`config.mk`:
```
export PLATFORM = sky130hd
export DESIGN_NAME = keypad_scanner
export DESIGN_NICKNAME = d
export VERILOG_FILES = /design/src/rtl/keypad_scanner.sv
export SDC_FILE = /design/constraint.sdc
export NUM_CORES = 1
export LEC_CHECK = 0
export CAP_MARGIN = 20
export CORE_MARGIN = 5
export CORE_UTILIZATION = 53
export CTS_CLUSTER_DIAMETER = 120
export DETAILED_ROUTE_END_ITERATION = 7
export PLACE_DENSITY = 0.77
export SLEW_MARGIN = 20
export SYNTH_ARGS = -nofsm -noshare
export SYNTH_HDL_FRONTEND = slang
export SYNTH_SLANG_ARGS = --single-unit
```
`constraint.sdc`:
```
create_clock -name clk -period 1.9 [get_ports clk]
set_clock_uncertainty 0.2 [all_clocks]
set_input_delay 0.285 -clock clk [delete_from_list [all_inputs] [get_ports clk]]
set_output_delay 0.285 -clock clk [all_outputs]
set_load 0.1 [all_outputs]
```
`src/rtl/keypad_scanner.sv`:
```
// keypad_scanner: column-scanning matrix keypad with whole-scan debounce and multi-key rejection.
// Define KEYPAD_REPEAT_EN to add auto-repeat strobes while the accepted key stays held.
module keypad_scanner #(
  parameter int NUM_ROWS           = 4,
  parameter int NUM_COLS           = 4,
  parameter int SCAN_DIV           = 100000,
  parameter int SETTLE             = 8,
  parameter int DEBOUNCE_SCANS     = 3,
  parameter int REPEAT_DELAY_SCANS = 32,
  parameter int REPEAT_RATE_SCANS  = 8,
  localparam int KW = $clog2(NUM_ROWS*NUM_COLS)
) (
  input  logic                clk,
  input  logic                rst_n,
  input  logic [NUM_ROWS-1:0] row_n,
  output logic [NUM_COLS-1:0] col_n,
  output logic [KW-1:0]       key_code,
  output logic                key_valid,
  output logic                key_held,
  output logic                multi_key
);
  localparam int CW = $clog2(NUM_COLS);
  localparam int NW = $clog2(SCAN_DIV);
  localparam int SW = $clog2(DEBOUNCE_SCANS+1);
  typedef enum logic [2:0] {IDLE, DRIVE, SAMPLE, HOLD, EVAL} state_t;
  typedef enum logic [1:0] {R_NONE, R_KEY, R_MULTI} res_t;
  state_t state_q, state_d;
  res_t prev_q, prev_d, res;
  logic [NUM_ROWS-1:0] sync1_q, sync2_q;
  logic [CW-1:0] col_q, col_d;
  logic [NW-1:0] cnt_q, cnt_d;
  logic [1:0] hits_q, hits_d, col_hits;
  logic [KW-1:0] idx_q, idx_d, col_idx, prev_idx_q, prev_idx_d, code_q, code_d;
  logic [SW-1:0] stab_q, stab_d, stab_n;
  logic held_q, held_d, valid_q, valid_d, multi_q, multi_d;
  logic same, stable, accept_key;
`ifdef KEYPAD_REPEAT_EN
  localparam int RW = $clog2(REPEAT_DELAY_SCANS+REPEAT_RATE_SCANS+1);
  logic [RW-1:0] rep_q, rep_d, rep_n;
  logic rate_q, rate_d;
  assign rep_n = rep_q + RW'(1);
`else
  logic unused_repeat;
  assign unused_repeat = ^{REPEAT_DELAY_SCANS, REPEAT_RATE_SCANS};
`endif
  assign col_n     = (state_q == IDLE) ? '1 : ~(NUM_COLS'(1) << col_q);
  assign key_code  = code_q;
  assign key_valid = valid_q;
  assign key_held  = held_q;
  assign multi_key = multi_q;
  // hit count saturates at 2: anything beyond one active row is already MULTI
  always_comb begin
    col_hits = 2'd0;
    col_idx  = '0;
    for (int r = 0; r < NUM_ROWS; r++)
      if (!sync2_q[r]) begin
        col_hits = (col_hits == 2'd0) ? 2'd1 : 2'd2;
        col_idx  = KW'(r*NUM_COLS + int'(col_q));
      end
  end
  assign res        = (hits_q == 2'd0) ? R_NONE : (hits_q == 2'd1) ? R_KEY : R_MULTI;
  assign same       = (res == prev_q) && (res != R_KEY || idx_q == prev_idx_q);
  assign stab_n     = !same ? SW'(1) : (stab_q == SW'(DEBOUNCE_SCANS)) ? stab_q : stab_q + SW'(1);
  assign stable     = stab_n == SW'(DEBOUNCE_SCANS);
  assign accept_key = stable && res == R_KEY && (!held_q || idx_q != code_q);
  always_comb begin
    state_d    = state_q;
    col_d      = col_q;
    cnt_d      = cnt_q + NW'(1);
    hits_d     = hits_q;
    idx_d      = idx_q;
    prev_d     = prev_q;
    prev_idx_d = prev_idx_q;
    stab_d     = stab_q;
    code_d     = code_q;
    held_d     = held_q;
    valid_d    = 1'b0;
    multi_d    = multi_q;
`ifdef KEYPAD_REPEAT_EN
    rep_d      = rep_q;
    rate_d     = rate_q;
`endif
    case (state_q)
      DRIVE:  state_d = (cnt_q == NW'(SETTLE-1)) ? SAMPLE : DRIVE;
      SAMPLE: begin
        state_d = HOLD;
        hits_d  = (hits_q == 2'd0) ? col_hits : (col_hits == 2'd0) ? hits_q : 2'd2;
        idx_d   = (hits_q == 2'd0) ? col_idx : idx_q;
      end
      HOLD: if (cnt_q == NW'(SCAN_DIV-1)) begin
        cnt_d   = '0;
        state_d = (col_q == CW'(NUM_COLS-1)) ? EVAL : DRIVE;
        col_d   = (col_q == CW'(NUM_COLS-1)) ? col_q : col_q + CW'(1);
      end
      EVAL: begin
        state_d    = DRIVE;
        col_d      = '0;
        cnt_d      = '0;
        hits_d     = 2'd0;
        prev_d     = res;
        prev_idx_d = idx_q;
        stab_d     = stab_n;
        multi_d    = res == R_MULTI;
        code_d     = accept_key ? idx_q : code_q;
        held_d     = accept_key ? 1'b1 : (stable && res == R_NONE) ? 1'b0 : held_q;
        valid_d    = accept_key;
`ifdef KEYPAD_REPEAT_EN
        // repeats count only scans that still show exactly the accepted key
        if (accept_key || res != R_KEY || idx_q != code_q || !held_q) begin
          rep_d  = '0;
          rate_d = 1'b0;
        end else if (rep_n == (rate_q ? RW'(REPEAT_RATE_SCANS) : RW'(REPEAT_DELAY_SCANS))) begin
          rep_d   = '0;
          rate_d  = 1'b1;
          valid_d = 1'b1;
        end else
          rep_d = rep_n;
`endif
      end
      default: begin
        state_d = DRIVE;
        cnt_d   = '0;
      end
    endcase
  end
  always_ff @(posedge clk or negedge rst_n)
    if (!rst_n) begin
      sync1_q    <= '1;
      sync2_q    <= '1;
      state_q    <= IDLE;
      col_q      <= '0;
      cnt_q      <= '0;
      hits_q     <= 2'd0;
      idx_q      <= '0;
      prev_q     <= R_NONE;
      prev_idx_q <= '0;
      stab_q     <= '0;
      code_q     <= '0;
      held_q     <= 1'b0;
      valid_q    <= 1'b0;
      multi_q    <= 1'b0;
    end else begin
      sync1_q    <= row_n;
      sync2_q    <= sync1_q;
      state_q    <= state_d;
      col_q      <= col_d;
      cnt_q      <= cnt_d;
      hits_q     <= hits_d;
      idx_q      <= idx_d;
      prev_q     <= prev_d;
      prev_idx_q <= prev_idx_d;
      stab_q     <= stab_d;
      code_q     <= code_d;
      held_q     <= held_d;
      valid_q    <= valid_d;
      multi_q    <= multi_d;
    end
`ifdef KEYPAD_REPEAT_EN
  always_ff @(posedge clk or negedge rst_n)
    if (!rst_n) begin
      rep_q  <= '0;
      rate_q <= 1'b0;
    end else begin
      rep_q  <= rep_d;
      rate_q <= rate_d;
    end
`endif
endmodule

```
# ---- Word level (Yosys, flattened, before mapping)
# Index checks and enable logic that the tools add are counted.
dict set report op_classes {
  bitwise_logic 1
  n_eq_ne 19
  muxes 31
  shift 1
  n_reduce_logical 23
  add_sub_neg 6
}
# op n
set op_table {}
lappend op_table {{$pmux 17 s2} 1}
lappend op_table {{$mux 2} 16}
lappend op_table {{$add 17x1->17 const B} 1}
lappend op_table {{$eq 17x17->1 const B} 1}
lappend op_table {{$eq 17x3->1 const B} 1}
lappend op_table {{$mux 17} 1}
lappend op_table {{$mux 4} 4}
lappend op_table {{$logic_not 2->1} 6}
lappend op_table {{$pmux 3 s3} 1}
lappend op_table {{$add 4x2->4 const A} 2}
lappend op_table {{$eq 2x2->1 const B} 4}
lappend op_table {{$pmux 2 s2} 2}
lappend op_table {{$reduce_and 2->1} 4}
lappend op_table {{$eq 3x2->1 const B} 2}
lappend op_table {{$mux 3} 2}
lappend op_table {{$reduce_bool 2->1} 3}
lappend op_table {{$add 2x1->2 const B} 2}
lappend op_table {{$add 3x2->4 const A} 1}
lappend op_table {{$eq 2x1->1 const B} 2}
lappend op_table {{$eq 4x4->1} 1}
lappend op_table {{$logic_and 1x1->1} 4}
lappend op_table {{$mux 1} 4}
lappend op_table {{$ne 2x2->1 const B} 2}
lappend op_table {{$ne 4x4->1} 1}
lappend op_table {{12 further kinds} 13}
dict set report totals {
  inputBits 6
  wordCells 95
  out_inout_bits 11
  reg_bits 51
}

# ---- Longest topological paths before layout
# Gate-level depths: netlist of the first run.
dict set report logic_depth {
  word_depth 14
  depth_mapped 7
  mapped_depth_nobuf 6
}

# ---- Worst setup path after synthesis of the first run
# Ideal clock, no wire load.
dict set report synth_timing {
  path_type {register to register}
  start {register prev_q[1]}
  end {register code_q[0] (netlist: key_code[0])}
  arrival_time_ps 1812
  path_stages_with_launch 5
  setup_time_ps 128
  setup_slack_ps -240
  path_cell_list {dfrtp_1 -> nor2_1 -> nand3_1 -> nor3_2 -> mux2_1}
}
dict set report synth_between {
  elab_chain_len 7
}
# item line_no
set synth_rtl {}
lappend synth_rtl {{from (decl)} 28} ;# res_t prev_q, prev_d, res;
lappend synth_rtl {{from (signal assigned)} 150} ;# prev_q <= prev_d;
lappend synth_rtl {{$eq 2x2->1} 62} ;# assign same = (res == prev_q) && (res != R_KEY || idx_q == prev_idx_q);
lappend synth_rtl {{$logic_and 1x1->1} 62}
lappend synth_rtl {{$mux 2} 63} ;# assign stab_n = !same ? SW'(1) : (stab_q == SW'(DEBOUNCE_SCANS)) ? stab_q : stab_q + SW'(1);
lappend synth_rtl {{$eq 2x2->1} 64} ;# assign stable = stab_n == SW'(DEBOUNCE_SCANS);
lappend synth_rtl {{$logic_and 1x1->1 (2 in a row)} 65} ;# assign accept_key = stable && res == R_KEY && (!held_q || idx_q != code_q);
lappend synth_rtl {{$reduce_and 2->1 (no source line)} -}
lappend synth_rtl {{to (signal assigned)} 153} ;# code_q <= code_d;
lappend synth_rtl {{to (decl)} 33} ;# logic [KW-1:0] idx_q, idx_d, col_idx, prev_idx_q, prev_idx_d, code_q, code_d;
# Every way passes these cells.
# A chain may end at the register's enable or synchronous reset.

# ---- Final worst setup path of the first run
dict set report layout_timing {
  start {register state_q[1]}
  end {output col_n[2]}
}
dict set report layout_between {
  elab_chain_len 2
}
# item line_no
set layout_rtl {}
lappend layout_rtl {{from (decl)} 27} ;# state_t state_q, state_d;
lappend layout_rtl {{from (signal assigned)} 145} ;# state_q <= state_d;
lappend layout_rtl {{$logic_not 3->1} 46} ;# assign col_n = (state_q == IDLE) ? '1 : ~(NUM_COLS'(1) << col_q);
lappend layout_rtl {{$mux 4} 46}
lappend layout_rtl {{to (decl)} 16} ;# output logic [NUM_COLS-1:0] col_n,
# Every way passes these cells.

==> flow_summary.toml, run 1 <==
[logic_synthesis]
synth.top_cell.area_share_pct = 41.79
synthCells = 252
yosys-top-cells-area = "dfrtp_1 (42%), dfstp_2 (8.4%), nand2_1 (4.2%)"
mappedNetlistNets = 265
synthFlopType = "dfrtp_1"
yosys_warnings = 0
synth_edf_count = 0
avgSynthCellArea_um2 = 9.980
synth_largest_area_cell = "dfrtp_1"
netlist-cell-type-count = 46
netlist_area_um2 = 2515
ys_seq_area_share_pct = 50.15
synth_seq_cells = 50
ys_async_sr_fraction_pct = 100.0

[global_route]
first_global_vias = 1967
grt_pass1_wl_um = 8963
antenna_found_initial = 0
grt_overflow_total = 0
grt_use_total_pct = 18.15
grt_max_degree = 32

[floorplan]
start_util_pct = 53.96
fp.dieArea_um2 = 6223
num_rows = 25
fp.dieW_um = 78.89
core_um2 = 4661
io_pins = 17
die_y_um = 78.89

[sta]
fin_setup_tns_ps = -4.282
max_freq_ghz = 0.5256
slew_violations = 0
hold_viol = 0
hold_ws_ps = 159.9
worstMarginPinSlew_ps = 486.8
period_share_pct = 100.1
rsz0062_at_grt = "yes"
slew_headroom_pct = 67.54
setup_slack_ps = -2.411
finalSetupViolations = 2
fin_crit_ps = 1902

[pwr]
p_leak_nw = 1.428
p_per_area_nw_per_um2 = 601.9
ir_worst_vdd_v = 0.0004563
power_mw = 1.950

[clocking]
cts.path.max_buffers = 2
cts_tree = "built"
cts_sinks = 50
clkTransAtPathRegs_ps = 90
cts-root-buf = "clkbuf_8"
clock_latency_ps = 310
cts_buffers = 5
htree_num_levels = 2

[critical_path]
cp-start-kind = "register"
cp.required_ps = 1410
crit_fanout = 4
worst_path_max_delay_cell = "or3_4"
crit_chain = "or3_4 -> nand2_2 -> buf_12"
slowest_delay_ps = 420
worst_setup_path_end_kind = "output port"
path_delay_family = "simple AND/OR/NAND/NOR gates"
cp_data_arrival_time_ps = 1420
crit_type = "reg -> out"
worst-path-buf-inv = 1

[status]
outcome = "finished, violations left"
failed_checks = "setup timing"

[place]
dp_hpwl_um = 3742
gp_congestion = 0.8499
io_buffers = 16
dp_cells = 335
placed_cell_area_um2 = 2993
dpl_worst_slack_ps = -38.33

[cells_and_area]
final_cell_mix = "dfrtp_1 (38), buf_4 (29), nor2_1 (24), nand2_1 (24)"
drive_gt1_share_pct = 27.27
n_antenna_cell = 0
final_util_pct = 69.50
fill_cells = 335
syn2layout_area_growth_pct = 28.81
finalNonFillerCells = 351
nets = 309
final_common_cell = "dfrtp_1"
fin_area_um2 = 3239

[run]
drv_cap = 0

[routing]
routed_via_density = 5.650
wirelength_um = 5195
dr.first_iter.drc_count = 98
wl_per_cell_um = 14.80
drtPass1Iterations = 4
drc_errors = 0
ant_nets = 0
num_vias = 1983

[worst_hold_path]
hold_class = "reg -> reg"
==> flip-flops by register name (all words and copies together), names as in the netlist, 3 cells and up <==
| register | flops |
|---|---|
| cnt_q | 17 |
| state_q | 3 |
| sync1_q | 4 |
| prev_idx_q | 4 |
| sync2_q | 4 |
| key_code | 4 |
| idx_q | 4 |
==> cell type report <==
cell class / count / area, um2 / share of cell area (%)
clock inverter: 3 / 45.04 / 1.390
tap: 54 / 67.56 / 2.086
clock buffer: 5 / 68.82 / 2.124
timing repair buffer: 47 / 513.0 / 15.84
inverter: 12 / 45.04 / 1.390
multi-input combinational: 180 / 1231 / 38.01
sequential: 50 / 1269 / 39.17
==> cell usage after synthesis, types with 3 or more instances <==
| cell | instances |
|---|---|
| clkbuf_1 | 6 |
| and3_1 | 3 |
| and4_1 | 3 |
| a21oi_1 | 8 |
| o21ai_1 | 3 |
| or3_1 | 4 |
| nor4_1 | 5 |
| and2_1 | 3 |
| nand3_1 | 6 |
| dfrtp_1 | 42 |
| o211ai_1 | 3 |
| ha_1 | 7 |
| xnor2_1 | 11 |
| nand4_1 | 11 |
| inv_1 | 12 |
| xor2_1 | 10 |
| buf_4 | 3 |
| dfstp_2 | 8 |
| nor2b_1 | 3 |
| a31oi_1 | 5 |
| mux2_1 | 4 |
| nand2_1 | 28 |
| nor2_1 | 24 |
| nor3_1 | 5 |
| o21ai_0 | 9 |
==> what timing repair did <==
item	in CTS	in global routing
hold endpoints to repair	19	0
hold buffers	1	0
pin swaps	1	6
resized for setup	9	11
buffers inserted	3	4
setup endpoints to repair	8	13
==> power breakdown <==
group          total [mW]  switching, mW  internal (mW)
Clock               0.773          0.381          0.392
Combinational      0.0807         0.0433         0.0374
Sequential           1.10         0.0126           1.08
Total                1.95          0.437           1.51
==> path summary, 6_finish.rpt <==
check,to,cells past startpoint,slack (ps),startpoint
max,col_n[2],3,-2,state_q[1]
min,sync2_q[3],0,160,sync1_q[3]
max reg2reg,state_q[0],4,70,cnt_q[9]
min reg2reg,sync2_q[3],0,160,sync1_q[3]
max in group asynchronous,sync2_q[2],3,640,rst_n
min in group asynchronous,key_valid,2,250,rst_n
==> worst register-to-register path, delay by kind of cell (launching register included) <==
family / cells / cell delay [ps]
AND/OR/NAND/NOR: 3 / 920
flip-flops: 1 / 400
AO/OA/AOI/OAI: 1 / 210
==> per-layer routing <==
metal | global-route usage [%] | vias up | share of wire (%)
met5 | 0 | - | 0
met4 | 7.216 | 0 | 2.0
met3 | 3.628 | 8 | 4.9
met2 | 30.39 | 52 | 49
met1 | 23.13 | 955 | 45
li1 | - | 968 | -
==> cells by family after synthesis <==
group	count (synthesis)	share of synthesized area, %
adders and majority gates	7	3.482
buffers and inverters	22	3.781
muxes	4	1.791
and+or+nand+nor	110	23.58
AOI/OAI and AO/OA	38	9.901
DFF	50	50.15
xor gates and xnor gates	21	7.313
No activity file was read; power rests on OpenSTA's default activity.
==> inputs of run 2 (changes only) <==
- CELL_PAD_IN_SITES_DETAIL_PLACEMENT: not set -> 1
- CELL_PAD_IN_SITES_GLOBAL_PLACEMENT: not set -> 2
- CORE_UTILIZATION: 53 -> 34
- PLACE_DENSITY: 0.77 -> 0.76
==> run 2 against run 1 <==
Against the previous run:
- maximum frequency decreased by 3.1%
- first-iteration DRC count decreased by 31%
- die area increased by 48%
- total power increased by 1.1%
- the flow still finishes with violations (setup timing)
- register-to-register slack about the same
- combinational power decreased by 2%
- core utilization decreased by 23 points
- final area increased by 4.0%
- clock power increased by 2.8%
- largest power group unchanged
==> flow_summary.toml, run 2 (synthesis results as in run 1) <==
[floorplan]
fp.dieW_um = 96.01
die_y_um = 96.01
core_um2 = 7214
start_util_pct = 34.86
fp.dieArea_um2 = 9217
num_rows = 31
io_pins = 17

[routing]
drc_errors = 0
ant_nets = 0
drtPass1Iterations = 4
dr.first_iter.drc_count = 68
wl_per_cell_um = 14.61
num_vias = 2022
routed_via_density = 4.993
wirelength_um = 5916

[clocking]
clkTransAtPathRegs_ps = 100
clock_latency_ps = 310
cts.path.max_buffers = 2
cts_sinks = 50
cts_tree = "built"
cts_buffers = 5
htree_num_levels = 2
cts-root-buf = "clkbuf_8"

[run]
drv_cap = 0

[critical_path]
cp_data_arrival_time_ps = 1480
worst_setup_path_end_kind = "output port"
cp.required_ps = 1410
crit_chain = "buf_6 -> or3_4 -> nand2_2 -> buf_12"
critical_path_cell_count = 4
cp-endpoint = "col_n[2]"
reg2reg_slack_ps = 80
crit_fanout = 4
reg2reg_depth = 6
critical_path.startpoint = "state_q[0]"
crit_type = "reg -> out"
r2r-end = "cnt_q[15]"
worst-path-buf-inv = 2
path_delay_family = "simple AND/OR/NAND/NOR gates"
slowest_delay_ps = 400
reg2reg_from = "cnt_q[10]"
cp-start-kind = "register"
worst_path_max_delay_cell = "dfrtp_1"

[place]
gp_congestion = 0.7545
io_buffers = 16
dp_hpwl_um = 4411
dpl_worst_slack_ps = -17.68
placed_cell_area_um2 = 3124

[cells_and_area]
multiInputGateArea_um2 = 1225
final_util_pct = 46.69
syn2layout_area_growth_pct = 33.93
nets = 318
largest_reg_flops = 17
drive_gt1_share_pct = 29.41
top_register = "cnt_q"
n_antenna_cell = 0
final_cell_mix = "dfrtp_1 (38), buf_4 (36), nor2_1 (23), nand2_1 (23), buf_12 (12)"
final_common_cell = "dfrtp_1"
fin_area_um2 = 3368
register_area_um2 = 1269
fill_cells = 822

[global_route]
first_global_vias = 2177
grt_use_total_pct = 14.63
grt_max_degree = 51
grt_overflow_total = 0
grt_pass1_wl_um = 10480
antenna_found_initial = 0

[status]
failed_checks = "setup timing"
outcome = "finished, violations left"

[worst_hold_path]
hold_class = "reg -> reg"

[sta]
max_freq_ghz = 0.5094
setup_slack_ps = -63.15
finalSetupViolations = 4
rsz0062_at_grt = "yes"
hold_viol = 0
fin_crit_ps = 1963
slew_headroom_pct = 72.08
worstMarginPinSlew_ps = 415.0
period_share_pct = 103.3
slew_violations = 0
fin_setup_tns_ps = -220.0

[pwr]
p_per_area_nw_per_um2 = 585.1
p_leak_nw = 1.469
ir_worst_vdd_v = 0.0002778
run 2: how the worst min path moves through the flow:
stage	startpoint	to	slack [ps]	depth (start not counted)
3_3_place_gp	rst_n	prev_q[1]	100	2
2_1_floorplan	rst_n	cnt_q[0]	-210	0
5_1_grt	row_n[3]	sync1_q[3]	160	1
4_1_cts	sync1_q[2]	sync2_q[2]	160	0
6_report	sync1_q[2]	sync2_q[2]	160	0
3_5_place_dp	rst_n	col_q[1]	110	2
run 2: what timing repair did:
action                                  CTS  global route
pin swaps                                 0             3
hold endpoints to repair                 42             0
endpoints found under the setup margin    6            25
resized for setup                        10            12
buffers inserted                          4             2
hold buffers                              1             0
run 2: layout make-up:
cell class                      count  area share, %
Clock buffer                        5          2.043
Clock inverter                      3          1.449
Inverter                           12          1.337
Multi-Input combinational cell    180          36.37
Sequential cell                    50          37.67
Tap cell                           99          3.678
Timing Repair Buffer               56          17.46
run 2: per-stage QoR:
stage	hold WS [ps]	cells	total power, mW
6_report	160.5	405	1.971
5_1_grt	161.2	405	2.079
4_1_cts	161.7	403	2.011
3_5_place_dp	105.2	390	1.192
3_3_place_gp	100.7	390	1.191
2_1_floorplan	-210.6	252	1.139
run 2: metal layers:
metal | track usage, % | wire length, um | share of wire, % | vias to the layer above
li1 | - | - | - | 986
met1 | 18.74 | 2717 | 46 | 1017
met2 | 24.61 | 3029 | 51 | 17
met3 | 2.971 | 124 | 2.1 | 2
met4 | 4.739 | 44 | 0.74 | 0
met5 | 0 | 0 | 0 | -
run 2: where the power goes:
group / internal (mW) / total [mW] / switching (mW)
Clock: 0.402 / 0.795 / 0.393
Sequential: 1.08 / 1.10 / 0.0126
Combinational: 0.0362 / 0.0793 / 0.0431
==> inputs of run 3 (changes only) <==
- ABC_AREA: not set -> 1
- CORE_UTILIZATION: 34 -> 32
- SLEW_MARGIN: 20 -> not set
==> run 3 against run 2 <==
Against the previous run:
- the run now ends clean
- area after synthesis up 4.7%
- sequential cell count unchanged
- die area grew 10%
- critical path depth increased by 7
- routed wire length up 5.1%
- synthesized cell count up 29%
- maximum frequency rose by 7.1%
- critical endpoint is now cnt_q[5]
==> flow_summary.toml, run 3 <==
[status]
outcome = "finished, final reports clean"

[sta]
fin_crit_ps = 1832
slew_headroom_pct = 74.84
fin_setup_tns_ps = 0
period_share_pct = 96.43
slew_violations = 0
setup_slack_ps = 67.85
hold_ws_ps = 158.7
finalSetupViolations = 0
hold_viol = 0
worstMarginPinSlew_ps = 374.2
max_freq_ghz = 0.5458

[global_route]
grt_overflow_total = 0
antenna_found_initial = 0
grt_use_total_pct = 13.08
grt_max_degree = 51
grt_pass1_wl_um = 10590
first_global_vias = 2300

[floorplan]
start_util_pct = 32.36
io_pins = 17
die_y_um = 100.7
fp.dieArea_um2 = 10140
fp.dieW_um = 100.7
num_rows = 33
core_um2 = 8134

[cells_and_area]
finalNonFillerCells = 479
top_register = "cnt_q"
final_common_cell = "nand2_1"
n_antenna_cell = 0
final_cell_mix = "nand2_1 (86), inv_1 (46), dfrtp_1 (38)"
syn2layout_area_growth_pct = 30.09
drive_gt1_share_pct = 25.13
nets = 386
largest_reg_flops = 17
fin_area_um2 = 3425

[routing]
drtPass1Iterations = 3
drc_errors = 0
ant_nets = 0
wl_per_cell_um = 12.98
dr.first_iter.drc_count = 40
num_vias = 2195
wirelength_um = 6217
routed_via_density = 4.582

[worst_hold_path]
hp-start = "sync1_q[3]"
hold_depth = 0
hold_class = "reg -> reg"

[clocking]
cts_tree = "built"
cts_sinks = 50
cts_buffers = 5
clkTransAtPathRegs_ps = 90
htree_num_levels = 2
cts-root-buf = "clkbuf_8"
cts.path.max_buffers = 2
clock_latency_ps = 300

[logic_synthesis]
netlist-cell-type-count = 30
yosys_warnings = 0
synth.most_common_cell = "nand2_1"
yosys-top-cells-area = "dfrtp_1 (40%), nand2_1 (12%), dfstp_2 (8.0%)"
ys_async_sr_fraction_pct = 100.0
synth_edf_count = 0
synthCells = 324
avgSynthCellArea_um2 = 8.125
synth_seq_cells = 50
synthFlopType = "dfrtp_1"
yosys-top-cells-count = "nand2_1 (87), inv_1 (48), dfrtp_1 (42)"
mappedNetlistNets = 337
ys_seq_area_share_pct = 47.91
netlist_area_um2 = 2633
synth.top_cell.area_share_pct = 39.92
synth_largest_area_cell = "dfrtp_1"

[critical_path]
critical_path.startpoint = "cnt_q[1]"
reg2reg_from = "cnt_q[1]"
crit_fanout = 5
cp.required_ps = 1900
reg2reg_depth = 11
cp_data_arrival_time_ps = 1830
worst_setup_path_end_kind = "register"
crit_type = "reg -> reg"
cp-start-kind = "register"

[pwr]
p_leak_nw = 1.570
p_per_area_nw_per_um2 = 541.9
ir_worst_vdd_v = 0.0002835

[run]
drv_cap = 0

[place]
dp_cells = 462
io_buffers = 16
placed_cell_area_um2 = 3166
gp_congestion = 0.8097
dp_hpwl_um = 4742
dpl_worst_slack_ps = -43.22
-- run 3: cell types whose count changed after synthesis, sizes merged, moves of 9 or more --
cell | before | now
xnor2 | 11 | 2
inv | 12 | 50
nand3 | 8 | 20
nor2 | 24 | 42
nand2 | 28 | 90
-- run 3: what timing repair did --
action	in CTS	in global routing
endpoints found under the hold margin	42	0
hold buffers	1	0
gates resized for setup	1	19
gates cloned	0	1
buffers inserted	0	7
pin swaps	0	6
setup endpoints to repair	2	29
-- run 3: cell type report --
class / count / area [um2]
timing repair buffer: 44 / 524.3
clock inverter: 2 / 12.51
clock buffer: 6 / 82.58
fill: 970 / 4710
multi-input combinational: 222 / 1220
inverter: 50 / 187.7
sequential: 50 / 1266
tap: 105 / 131.4
-- run 3: layer usage --
| layer | routed length [um] | vias up | GRT usage, % |
|---|---|---|---|
| li1 | - | 1115 | - |
| met1 | 2687 | 1061 | 14.54 |
| met2 | 3338 | 14 | 24.96 |
| met3 | 118 | 5 | 2.491 |
| met4 | 72 | 0 | 3.731 |
| met5 | 0 | - | 0 |
-- run 3: critical path, stage by stage (launching register included) --
cell,delay (ps)
dfrtp_1,380
ha_2,210
nand2_4,60
nor2_4,100
inv_2,50
nor2_4,110
nand3_4,90
nand2_4,80
nand2_4,60
nor2_8,170
clkbuf_16,170
nor2_2,30
-- run 3: final timing paths --
path                               to  slack (ps)
min in group asynchronous   key_valid         300
min                        sync2_q[3]         160
max in group asynchronous  sync1_q[0]         910
max reg2reg                  cnt_q[5]          70
min reg2reg                sync2_q[3]         160
max                          cnt_q[5]          70
-- run 3: metrics by stage --
step / utilization, % / total power, mW
final: 42.10 / 1.856
after global routing: 42.10 / 1.965
after CTS: 40.21 / 1.888
after detailed placement: 38.92 / 1.214
after global placement: 38.92 / 1.210
after floorplan: - / 1.155
-- run 3: power breakdown --
part	switching (mW)	internal [mW]	total (mW)	leakage (nW)
registers	0.0117	1.09	1.10	0.633
clock network	0.363	0.293	0.657	0.0472
logic	0.0601	0.0411	0.101	0.890
total	0.435	1.42	1.86	1.57
-- run 3: cell families after synthesis --
group                    count (synthesis)  share of synthesized area [%]
AO/OA/AOI/OAI                           32                          7.130
XOR/XNOR                                11                          3.660
adder cells (fa/ha/maj)                  7                          3.327
buffers and inverters                   52                          8.032
AND/OR/NAND/NOR                        172                          29.94
flip-flops                              50                          47.91
